[src/rtl/dp_mac_pkg.sv]
// Shared types and constants for the dot-product MAC: FSM state encoding
// and operand/product widths used by the top and the shift-add multiplier.
package dp_mac_pkg;

  localparam int ELEM_W    = 4;
  localparam int PROD_W    = 8;
  localparam int MUL_STEPS = 4;

  typedef enum logic [1:0] {
    IDLE,
    MUL,
    ACC,
    OUT
  } state_e;

endpackage

[src/rtl/dot_product_mac_mul4_seq.sv]
// 4-cycle shift-add multiplier: start captures the operands and clears the
// product; one multiplier bit is consumed per cycle, done marks the last step.
module mul4_seq
  import dp_mac_pkg::*;
(
  input  logic              clk,
  input  logic              rst,
  input  logic              start_i,
  input  logic [ELEM_W-1:0] a_i,
  input  logic [ELEM_W-1:0] b_i,
  output logic [PROD_W-1:0] product_o,
  output logic              done_o
);

  localparam int IDX_W = $clog2(MUL_STEPS);

  logic [ELEM_W-1:0] a_q;
  logic [ELEM_W-1:0] b_q;
  logic [PROD_W-1:0] prod_q;
  logic [PROD_W-1:0] prod_d;
  logic [IDX_W-1:0]  idx_q;
  logic              busy_q;
  logic              last_step;

  assign last_step = (idx_q == IDX_W'(MUL_STEPS - 1));

  always_comb begin
    prod_d = prod_q;
    if (b_q[idx_q]) begin
      prod_d = prod_q + (PROD_W'(a_q) << idx_q);
    end
  end

  always_ff @(posedge clk) begin
    if (rst) begin
      a_q    <= '0;
      b_q    <= '0;
      prod_q <= '0;
      idx_q  <= '0;
      busy_q <= 1'b0;
    end else if (start_i) begin
      a_q    <= a_i;
      b_q    <= b_i;
      prod_q <= '0;
      idx_q  <= '0;
      busy_q <= 1'b1;
    end else if (busy_q) begin
      prod_q <= prod_d;
      idx_q  <= idx_q + IDX_W'(1);
      if (last_step) begin
        busy_q <= 1'b0;
      end
    end
  end

  assign product_o = prod_q;
  assign done_o    = busy_q && last_step;

endmodule

[src/rtl/dot_product_mac.sv]
// Sequential dot-product MAC: one 4-bit operand pair per 6 cycles, K terms
// per result. Define ACC_SAT_EN for a saturating accumulator with sticky ovf.
module dot_product_mac
  import dp_mac_pkg::*;
#(
  parameter int K     = 4,
  parameter int ACC_W = 12
) (
  input  logic              clk,
  input  logic              rst,
  input  logic              in_valid,
  output logic              in_ready,
  input  logic [ELEM_W-1:0] a,
  input  logic [ELEM_W-1:0] b,
  output logic              out_valid,
  input  logic              out_ready,
  output logic [ACC_W-1:0]  result,
  output logic              ovf
);

  localparam int CNT_W = $clog2(K + 1);
  localparam int SUM_W = ACC_W + 1;

  state_e            state_q;
  logic [ACC_W-1:0]  acc_q;
  logic [ACC_W-1:0]  acc_d;
  logic [CNT_W-1:0]  term_cnt_q;
  logic [CNT_W-1:0]  term_cnt_d;
  logic              ovf_q;
  logic              ovf_d;
  logic [SUM_W-1:0]  sum;
  logic              last_term;

  logic              mul_start;
  logic              mul_done;
  logic [PROD_W-1:0] mul_product;

  assign mul_start = (state_q == IDLE) && in_valid;

  mul4_seq u_mul (
    .clk       (clk),
    .rst       (rst),
    .start_i   (mul_start),
    .a_i       (a),
    .b_i       (b),
    .product_o (mul_product),
    .done_o    (mul_done)
  );

  assign sum        = {1'b0, acc_q} + SUM_W'(mul_product);
  assign term_cnt_d = term_cnt_q + CNT_W'(1);
  assign last_term  = (term_cnt_q == CNT_W'(K - 1));

`ifdef ACC_SAT_EN
  // Once saturated, stay pinned at all-ones until the result is consumed.
  always_comb begin
    acc_d = sum[ACC_W-1:0];
    ovf_d = ovf_q;
    if (ovf_q || sum[ACC_W]) begin
      acc_d = '1;
      ovf_d = 1'b1;
    end
  end
`else
  always_comb begin
    acc_d = sum[ACC_W-1:0];
    ovf_d = 1'b0;
  end
`endif

  always_ff @(posedge clk) begin
    if (rst) begin
      state_q    <= IDLE;
      acc_q      <= '0;
      term_cnt_q <= '0;
      ovf_q      <= 1'b0;
    end else begin
      unique case (state_q)
        IDLE: begin
          if (in_valid) begin
            state_q <= MUL;
          end
        end
        MUL: begin
          if (mul_done) begin
            state_q <= ACC;
          end
        end
        ACC: begin
          acc_q      <= acc_d;
          ovf_q      <= ovf_d;
          term_cnt_q <= term_cnt_d;
          state_q    <= last_term ? OUT : IDLE;
        end
        OUT: begin
          if (out_ready) begin
            acc_q      <= '0;
            term_cnt_q <= '0;
            ovf_q      <= 1'b0;
            state_q    <= IDLE;
          end
        end
        default: state_q <= IDLE;
      endcase
    end
  end

  assign in_ready  = (state_q == IDLE);
  assign out_valid = (state_q == OUT);
  assign result    = acc_q;
  assign ovf       = ovf_q;

endmodule

[config.mk]
export PLATFORM = sky130hd
export DESIGN_NAME = dot_product_mac
export DESIGN_NICKNAME = d
export VERILOG_FILES = /design/src/rtl/dp_mac_pkg.sv /design/src/rtl/dot_product_mac_mul4_seq.sv /design/src/rtl/dot_product_mac.sv
export SDC_FILE = /design/constraint.sdc
export NUM_CORES = 1
export LEC_CHECK = 0
export CORE_ASPECT_RATIO = 2
export CORE_MARGIN = 3
export CORE_UTILIZATION = 50
export CTS_BUF_LIST = sky130_fd_sc_hd__clkbuf_4
export DETAILED_ROUTE_END_ITERATION = 8
export GPL_ROUTABILITY_DRIVEN = 0
export HOLD_SLACK_MARGIN = 0.03
export PLACE_DENSITY = 0.76
export SYNTH_ARGS = -nofsm -noshare
export SYNTH_HDL_FRONTEND = slang
export SYNTH_SLANG_ARGS = --single-unit
[constraint.sdc]
create_clock -name clk -period 5 [get_ports clk]
set_clock_uncertainty 0.15 [all_clocks]
set_input_delay 1 -clock clk [delete_from_list [all_inputs] [get_ports clk]]
set_output_delay 1 -clock clk [all_outputs]
set_load 0.01 [all_outputs]
==> reports/results.ini, run 1 <==
[yosys]
synth_top_area_cell = dfxtp_1
ys_top_cells_by_area = dfxtp_1, ha_1, nor2_1
synth_top_area_share_pct = 33.84
yosysSeqAreaShare_pct = 33.84
netlist_area_mm2 = 0.002130
synth_fp_nets = 288
netlist_instances = 256
syn_area_per_cell_um2 = 8.319
synth_xor_area_share_pct = 3.290
ys.flop_type = dfxtp_1
synth-adder-area-share_pct = 12.46
synth_seq_cells = 36
ys_types = 47
async_reset_ff_share_pct = 0
synth_compound_area_share_pct = 21.39
yosysWarnings = 0
synth-edff-count = 0
synth_mux_area_share_pct = 5.405
synth_top_family_by_area = compound AO/OA/AOI/OAI gates
synth_common_cells = dfxtp_1, nor2_1, nand2_1, a21oi_1, ha_1
synth-simple-area-share_pct = 18.86
synth_most_common_cell = dfxtp_1

[place]
pre_cts_slack_ns = 1.865
dp_cells = 323
dp_hpwl_um = 3342
port_buffers = 25

[drt]
wire_per_inst_um = 13.06
drc_errors = 0
drt_iter0_markers = 24
ant_nets = 0
vias = 1851
routed_wl_um = 4324
via_per_inst = 5.592
drtPass1Iterations = 4

[setup_path]
cp.arrival_ns = 1.61
cp_cell_sequence = and2_1 -> clkdlybuf4s50_1
required_ns = 3.85
endpoint_kind = primary output
start_kind = register
cp_max_fo = 12
path_class = register to primary output
cpPeakStageDelay_ns = 0.56
crit_slowest_cell = dfxtp_1

[timing]
fin_crit_ns = 2.760
fin_ws_ns = 2.240
tightest_slew_ns = 0.7406
fin_tns_setup_ns = 0
fin_crit_sh_pct = 55.19
final-setup-viol-count = 0
rsz0062_at_grt = false
final_max_slew_viol_count = 0
maxSlewHeadroom_pct = 50.30
max_freq_ghz = 0.3624
final-hold-violation-count = 0

[grt]
grt_usage_pct = 19.65
grt_pass1_wl_um = 7893
gr-total-overflow = 0
grt_max_degree = 29
antenna_found_initial = 0
grt_pass1_vias = 1861

[layout]
syn2layout_area_growth_pct = 15.39
stdcell_count = 331
antenna_cells = 0
layout-drive-gt1-share_pct = 6.093
fin_nets = 310
postLayoutCoreUtil_pct = 60.12

[cts]
htree_levels = 2
ctsResizeCount = 0
clk_latency_ns = 0.35
clk_pin_slew_ns = 0.11
ctsLongestPathBuffers = 2
numCtsBuffers = 5
clock_sinks = 36
cts_tree = built
cts_setup_buffers = 0
clock_tree.root_cell = clkbuf_4
hold_buffers = 0

[die]
chipWidth_um = 52.15
io-pin-count = 27
start_util_pct = 52.10
dieArea_mm2 = 0.005125
rows = 33
core_mm2 = 0.004088
die_h_um = 98.29

[run_status]
status = finished clean

[pwr]
vdd_drop_max_v = 0.0001712
power.leakage_nw = 1.025
p_total_w = 0.0005161
power.density_mw_per_mm2 = 210.0

[hold_path]
hold_class = register to register

[run]
maxCapViolations = 0

[layout make-up]
type | count | area (um^2)
fill | 371 | 1630
multi-input combinational | 198 | 1311
sequential | 36 | 720.7
timing repair buffer | 26 | 257.7
tap | 52 | 65.06
clock buffer | 7 | 52.55
inverter | 11 | 41.29
clock inverter | 1 | 8.758
[flip-flops by register name, summed over array words and instances, names as in the netlist]
| register | count |
|---|---|
| result | 12 |
| state_q | 2 |
| term_cnt_q | 3 |
| u_mul.a_q | 4 |
| u_mul.b_q | 4 |
| u_mul.busy_q | 1 |
| u_mul.idx_q | 2 |
| u_mul.product_o | 8 |
[path summary, 6_finish.rpt]
path	endpoint	slack, ns	depth (start not counted)	start
hold / removal	u_mul.b_q[2]$_SDFFE_PP0P_	0.31	2	u_mul.b_q[2]$_SDFFE_PP0P_
setup / recovery	out_valid	2.24	2	state_q[0]$_SDFFE_PP0P_
setup reg to reg	u_mul.product_o[5]$_SDFFE_PP0P_	2.29	9	u_mul.idx_q[0]$_SDFFE_PP0P_
hold reg to reg	u_mul.b_q[2]$_SDFFE_PP0P_	0.31	2	u_mul.b_q[2]$_SDFFE_PP0P_
[worst max-delay path: cells and delay by family, from the launching register on]
family	cells	cell delay (ns)
flip-flops	1	0.56
buffers and inverters	1	0.53
AND/OR/NAND/NOR	1	0.18
[placed cells by master (no fill, tap or decap), types with 2 or more instances in the layout]
cell / count
ha_1: 18
dfxtp_1: 36
a31oi_1: 4
a22o_1: 2
o211ai_1: 3
nand3_1: 3
nand2b_1: 2
a211o_1: 2
nor3_1: 8
a21boi_1: 2
inv_1: 11
nor2_1: 32
clkbuf_4: 7
xnor2_1: 6
or2_2: 3
a21oi_1: 23
o41ai_1: 2
nor2b_1: 5
a211oi_1: 4
o22ai_1: 2
o21a_1: 2
o21ai_1: 2
mux2i_1: 7
clkdlybuf4s50_1: 25
o21ai_0: 8
a22oi_1: 7
and2_1: 4
mux2_2: 2
fa_1: 2
xor2_1: 2
a21o_1: 3
nand2_1: 25
[routing by layer]
metal / vias to the layer above / part of all wire [%] / GRT usage, %
met3: 9 / 2.6 / 3.206
met4: 0 / 2.3 / 7.874
met1: 867 / 37 / 20.58
met5: - / 0 / 0
met2: 26 / 58 / 36.66
li1: 949 / - / -
[stage by stage]
| step | hold WS, ns | cell area, um^2 |
|---|---|---|
| 3_3_place_gp | 0.2899 | 2396 |
| 5_1_grt | 0.3453 | 2457 |
| 2_1_floorplan | 0.2831 | 2130 |
| 3_5_place_dp | 0.2993 | 2396 |
| 6_report | 0.3140 | 2457 |
| 4_1_cts | 0.3164 | 2457 |
[kinds of logic (layout without fill, tap and decap cells)]
logic type / Yosys count / in the layout
simple gates: 88 / 88
compound gates: 71 / 71
flops: 36 / 36
buf+inv: 22 / 45
fa+ha+maj: 20 / 20
mux: 10 / 10
xor+xnor: 8 / 8
other cells: 1 / 1
[where the power goes]
group | internal (W) | switching (W) | leakage, nW
clock | 0.0000673 | 0.000102 | 0.0363
sequential | 0.000292 | 0.00000828 | 0.292
combinational | 0.0000232 | 0.0000233 | 0.697
Power figures use the tool's default switching activity.
==> run 2: changes to the inputs <==
- PLACE_DENSITY: 0.76 -> 0.79
- clock period: 5 -> 2.2 ns (I/O delays scaled with it)
==> reports/results.ini, run 2 (synthesis gave the netlist of run 1 again) <==
[setup_path]
ff2ff_path_depth = 9
r2r_end = u_mul.product_o[5]$_SDFFE_PP0P_
path_class = register to register
cp_cell_sequence = mux2_4 -> nor2_2 -> a21oi_1 -> ha_1 -> o21a_1 -> a21oi_2 -> o21bai_1 -> mux2_4 -> a31o_1
cpPeakStageDelay_ns = 0.41
cp.arrival_ns = 2.47
crit_slowest_cell = dfxtp_4
r2r_start = u_mul.idx_q[1]$_SDFFE_PP0P_
cp_max_fo = 8
cp_common_cell = mux2_4
endpoint_kind = register
required_ns = 2.28
start_kind = register
regToRegSetupSlack_ns = -0.18

[run_status]
status = finished, violations left
violations = setup timing

[drt]
vias = 1921
ant_nets = 0
wire_per_inst_um = 13.46
routed_wl_um = 4766
drt_iter0_markers = 59
drc_errors = 0
via_per_inst = 5.427
drtPass1Iterations = 4

[die]
dieArea_mm2 = 0.005125
start_util_pct = 52.10
chipWidth_um = 52.15
io-pin-count = 27
rows = 33
die_h_um = 98.29
core_mm2 = 0.004088

[layout]
fin_nets = 332
largest_reg_flops = 12
layout_commonest_cell = nor2_1
postLayoutCoreUtil_pct = 66.61
final_cell_mix = nor2_1, dfxtp_1, nand2_1, clkdlybuf4s50_1
syn2layout_area_growth_pct = 27.85
fill_cells = 344
layout-drive-gt1-share_pct = 18.27

[timing]
final-setup-viol-count = 3
fin_crit_ns = 2.381
fin_crit_sh_pct = 108.2
rsz0062_at_grt = true
final_max_slew_viol_count = 0
final-hold-violation-count = 0
max_freq_ghz = 0.4200
fin_ws_ns = -0.1811

[cts]
cts_tree = built
hold_buffers = 0
clock_tree.root_cell = clkbuf_4
clk_pin_slew_ns = 0.11
clock_sinks = 36
clk_latency_ns = 0.34
ctsLongestPathBuffers = 2
htree_levels = 2
numCtsBuffers = 5

[pwr]
power.density_mw_per_mm2 = 478.5
p_total_w = 0.001303
power.leakage_nw = 1.150
vdd_drop_max_v = 0.0004651

[hold_path]
hold_depth = 2
hold_class = register to register
hold_end = u_mul.b_q[3]$_SDFFE_PP0P_
hold_path.startpoint = u_mul.b_q[3]$_SDFFE_PP0P_

[grt]
grt_pass1_wl_um = 8355
grt_max_degree = 28
grt_pass1_vias = 1932
grt_usage_pct = 21.28
gr-total-overflow = 0
antenna_found_initial = 1

[place]
dp_hpwl_um = 3597
port_buffers = 25

[run]
maxCapViolations = 0

==> run 2: routing by layer <==
metal,global-route usage (%),part of all wire (%),up-vias
met1,20.91,36,889
met5,0,0,-
met2,39.57,59,30
met4,11.22,3.0,0
met3,3.817,2.1,10
li1,-,-,992
==> run 2: worst max-delay path by stage <==
stage                     depth (start not counted)                              end                   startpoint  slack [ns]
after global placement                            9  u_mul.product_o[5]$_SDFFE_PP0P_  u_mul.idx_q[1]$_SDFFE_PP0P_       -0.12
after floorplan                                  10  u_mul.product_o[5]$_SDFFE_PP0P_  u_mul.idx_q[1]$_SDFFE_PP0P_       -0.09
after CTS                                         9  u_mul.product_o[5]$_SDFFE_PP0P_  u_mul.idx_q[1]$_SDFFE_PP0P_       -0.13
final                                             9  u_mul.product_o[5]$_SDFFE_PP0P_  u_mul.idx_q[1]$_SDFFE_PP0P_       -0.18
after detailed placement                          9  u_mul.product_o[5]$_SDFFE_PP0P_  u_mul.idx_q[1]$_SDFFE_PP0P_       -0.20
after global routing                              9  u_mul.product_o[5]$_SDFFE_PP0P_  u_mul.idx_q[1]$_SDFFE_PP0P_       -0.23
==> run 2: what timing repair did <==
action | in CTS | in global routing
setup buffers | 2 | 2
cloned | 0 | 0
gates resized for setup | 12 | 6
setup endpoints to repair | 4 | 8
pin swaps | 4 | 1
==> run 2: layout make-up <==
cell class	count	area (um^2)	share of cell area [%]
antenna	1	2.502	0.09191
clock buffer	6	45.04	1.654
clock inverter	2	35.03	1.287
inverter	11	41.29	1.517
multi-input combinational	198	1366	50.18
sequential	36	732.0	26.88
tap	52	65.06	2.390
timing repair buffer	48	435.4	15.99
==> run 2: where the power goes <==
group	total, W	leakage (nW)	switching (W)	internal, W
Combinational	0.000145	0.810	0.0000677	0.0000768
Clock	0.000479	0.0457	0.000229	0.000251
Sequential	0.000679	0.295	0.0000141	0.000665
Total	0.00130	1.15	0.000311	0.000992
==> run 2: worst max-delay path, delay by kind of cell, from the launching register on <==
kind	cells	cell delay [ns]
AOI/OAI and AO/OA	5	0.69
adders and majority gates	1	0.32
DFF	1	0.41
muxes	2	0.63
and+or+nand+nor	1	0.08
==> run 2: metrics by stage <==
stage	cells	worst slack [ns]	TNS [ns]	cell area [um^2]	hold slack, ns
after CTS	351	-0.1329	-0.2824	2685	0.3151
after detailed placement	341	-0.1982	-0.3223	2554	0.3000
final	354	-0.1811	-0.3288	2723	0.3128
after global routing	354	-0.2291	-0.6494	2723	0.3345
after global placement	341	-0.1185	-0.1579	2554	0.2916
after floorplan	256	-0.09059	-0.09059	2147	0.2831
==> run 3: changes to the inputs <==
- CAP_MARGIN: default -> 20
- CORE_UTILIZATION: 50 -> 52
- PLACE_DENSITY: 0.79 -> 0.82
==> reports/results.ini, run 3 (synthesis gave the netlist of run 1 again) <==
[run_status]
status = finished, violations left
violations = setup timing

[timing]
final-setup-viol-count = 2
fin_crit_ns = 2.290
fin_tns_setup_ns = -0.1655
final-hold-violation-count = 0
holdWs_ns = 0.3107
rsz0062_at_grt = true
final_max_slew_viol_count = 0
fin_ws_ns = -0.08966
fin_crit_sh_pct = 104.1
max_freq_ghz = 0.4367

[die]
rows = 32
dieArea_mm2 = 0.004946
die_h_um = 96.50
start_util_pct = 54.83
io-pin-count = 27
chipWidth_um = 51.25
core_mm2 = 0.003884

[drt]
vias = 1959
routed_wl_um = 4849
via_per_inst = 5.581
drc_errors = 0
ant_nets = 0
wire_per_inst_um = 13.81
drt_iter0_markers = 28
drtPass1Iterations = 4

[layout]
antenna_cells = 0
layout-drive-gt1-share_pct = 17.67
layout_commonest_cell = nor2_1
fin_nets = 331
stdcell_count = 351
syn2layout_area_growth_pct = 26.44
multi_input_area_mm2 = 0.001360
fill_cells = 323
largest_reg_flops = 12
postLayoutCoreUtil_pct = 69.33
final_cell_mix = nor2_1, dfxtp_1, nand2_1, clkdlybuf4s50_1
layout.area.seq_um2 = 732.0

[grt]
grt_pass1_vias = 1981
gr-total-overflow = 0
antenna_found_initial = 0
grt_use_met1_pct = 23.10
grt_pass1_wl_um = 8638
gr-usage-met3_pct = 3.840
met2_usage_pct = 43.10
grt_max_degree = 27
grt-busiest-layer = met2
grt_usage_pct = 22.73

[hold_path]
hold_path.startpoint = u_mul.b_q[1]$_SDFFE_PP0P_
hold_class = register to register

[setup_path]
path_class = register to register
cp_common_cell = mux2i_1
cp_cell_sequence = mux2i_1 -> o22ai_1 -> ha_1 -> nor2b_2 -> o31a_1 -> o31ai_2 -> mux2i_1 -> nand2_1
start_kind = register
cpPeakStageDelay_ns = 0.40
cp.arrival_ns = 2.39
endpoint_kind = register
critPathLaunch = u_mul.idx_q[1]$_SDFFE_PP0P_
r2r_start = u_mul.idx_q[1]$_SDFFE_PP0P_
required_ns = 2.30
cp_max_fo = 6
crit_slowest_cell = dfxtp_4

[place]
dp_hpwl_um = 3719
port_buffers = 25
dp_cells = 339

[cts]
clk_pin_slew_ns = 0.11
clock_sinks = 36
hold_buffers = 0
cts_tree = built
clock_tree.root_cell = clkbuf_4
htree_levels = 2
clk_latency_ns = 0.36
ctsLongestPathBuffers = 2
numCtsBuffers = 5

[pwr]
power.density_mw_per_mm2 = 481.3
vdd_drop_max_v = 0.0004643
power.leakage_nw = 1.134

[run]
maxCapViolations = 0

[run 3: layout make-up]
class / instances / share of cell area, %
clock buffer: 5 / 1.394
clock inverter: 3 / 1.580
inverter: 11 / 1.533
multi-input combinational: 198 / 50.51
sequential: 36 / 27.18
tap: 51 / 2.370
timing repair buffer: 47 / 15.43
[run 3: timing repair]
item	4_1_cts	5_1_grt
endpoints found under the setup margin	4	6
pin swaps	5	4
setup buffers	2	2
gates resized for setup	11	6
gates cloned	0	0
[run 3: per-stage QoR]
stage | area [um^2] | worst slack, ns | power (W)
6_report | 2693 | -0.08966 | 0.001296
3_3_place_gp | 2532 | -0.09162 | 0.0008208
2_1_floorplan | 2147 | -0.09059 | 0.0007692
4_1_cts | 2659 | -0.08285 | 0.001311
3_5_place_dp | 2532 | -0.1398 | 0.0008239
5_1_grt | 2693 | -0.1867 | 0.001350
[run 3: path summary, 6_finish.rpt]
path	slack [ns]	cells after the start	endpoint
setup reg to reg	-0.09	8	u_mul.product_o[6]$_SDFFE_PP0P_
hold reg to reg	0.31	2	u_mul.b_q[1]$_SDFFE_PP0P_
setup / recovery	-0.09	8	u_mul.product_o[6]$_SDFFE_PP0P_
hold / removal	0.31	2	u_mul.b_q[1]$_SDFFE_PP0P_
[run 3: per-layer routing]
| metal | vias to the layer above | routed length [um] |
|---|---|---|
| met2 | 42 | 2770 |
| met4 | 0 | 217 |
| met5 | - | 0 |
| met1 | 900 | 1731 |
| li1 | 994 | - |
| met3 | 23 | 131 |
[run 3: critical path, delay by kind of cell (launching register included)]
family / cells / cell delay (ns)
AOI/OAI and AO/OA: 3 / 0.61
and+or+nand+nor: 2 / 0.25
muxes: 2 / 0.44
DFF: 1 / 0.40
adders and majority gates: 1 / 0.34
[run 3: power breakdown]
part | switching, W | internal [W] | leakage, nW | total, W
Combinational | 0.0000653 | 0.0000702 | 0.798 | 0.000135
Sequential | 0.0000134 | 0.000665 | 0.295 | 0.000678
Clock | 0.000245 | 0.000237 | 0.0412 | 0.000482
Total | 0.000324 | 0.000972 | 1.13 | 0.00130
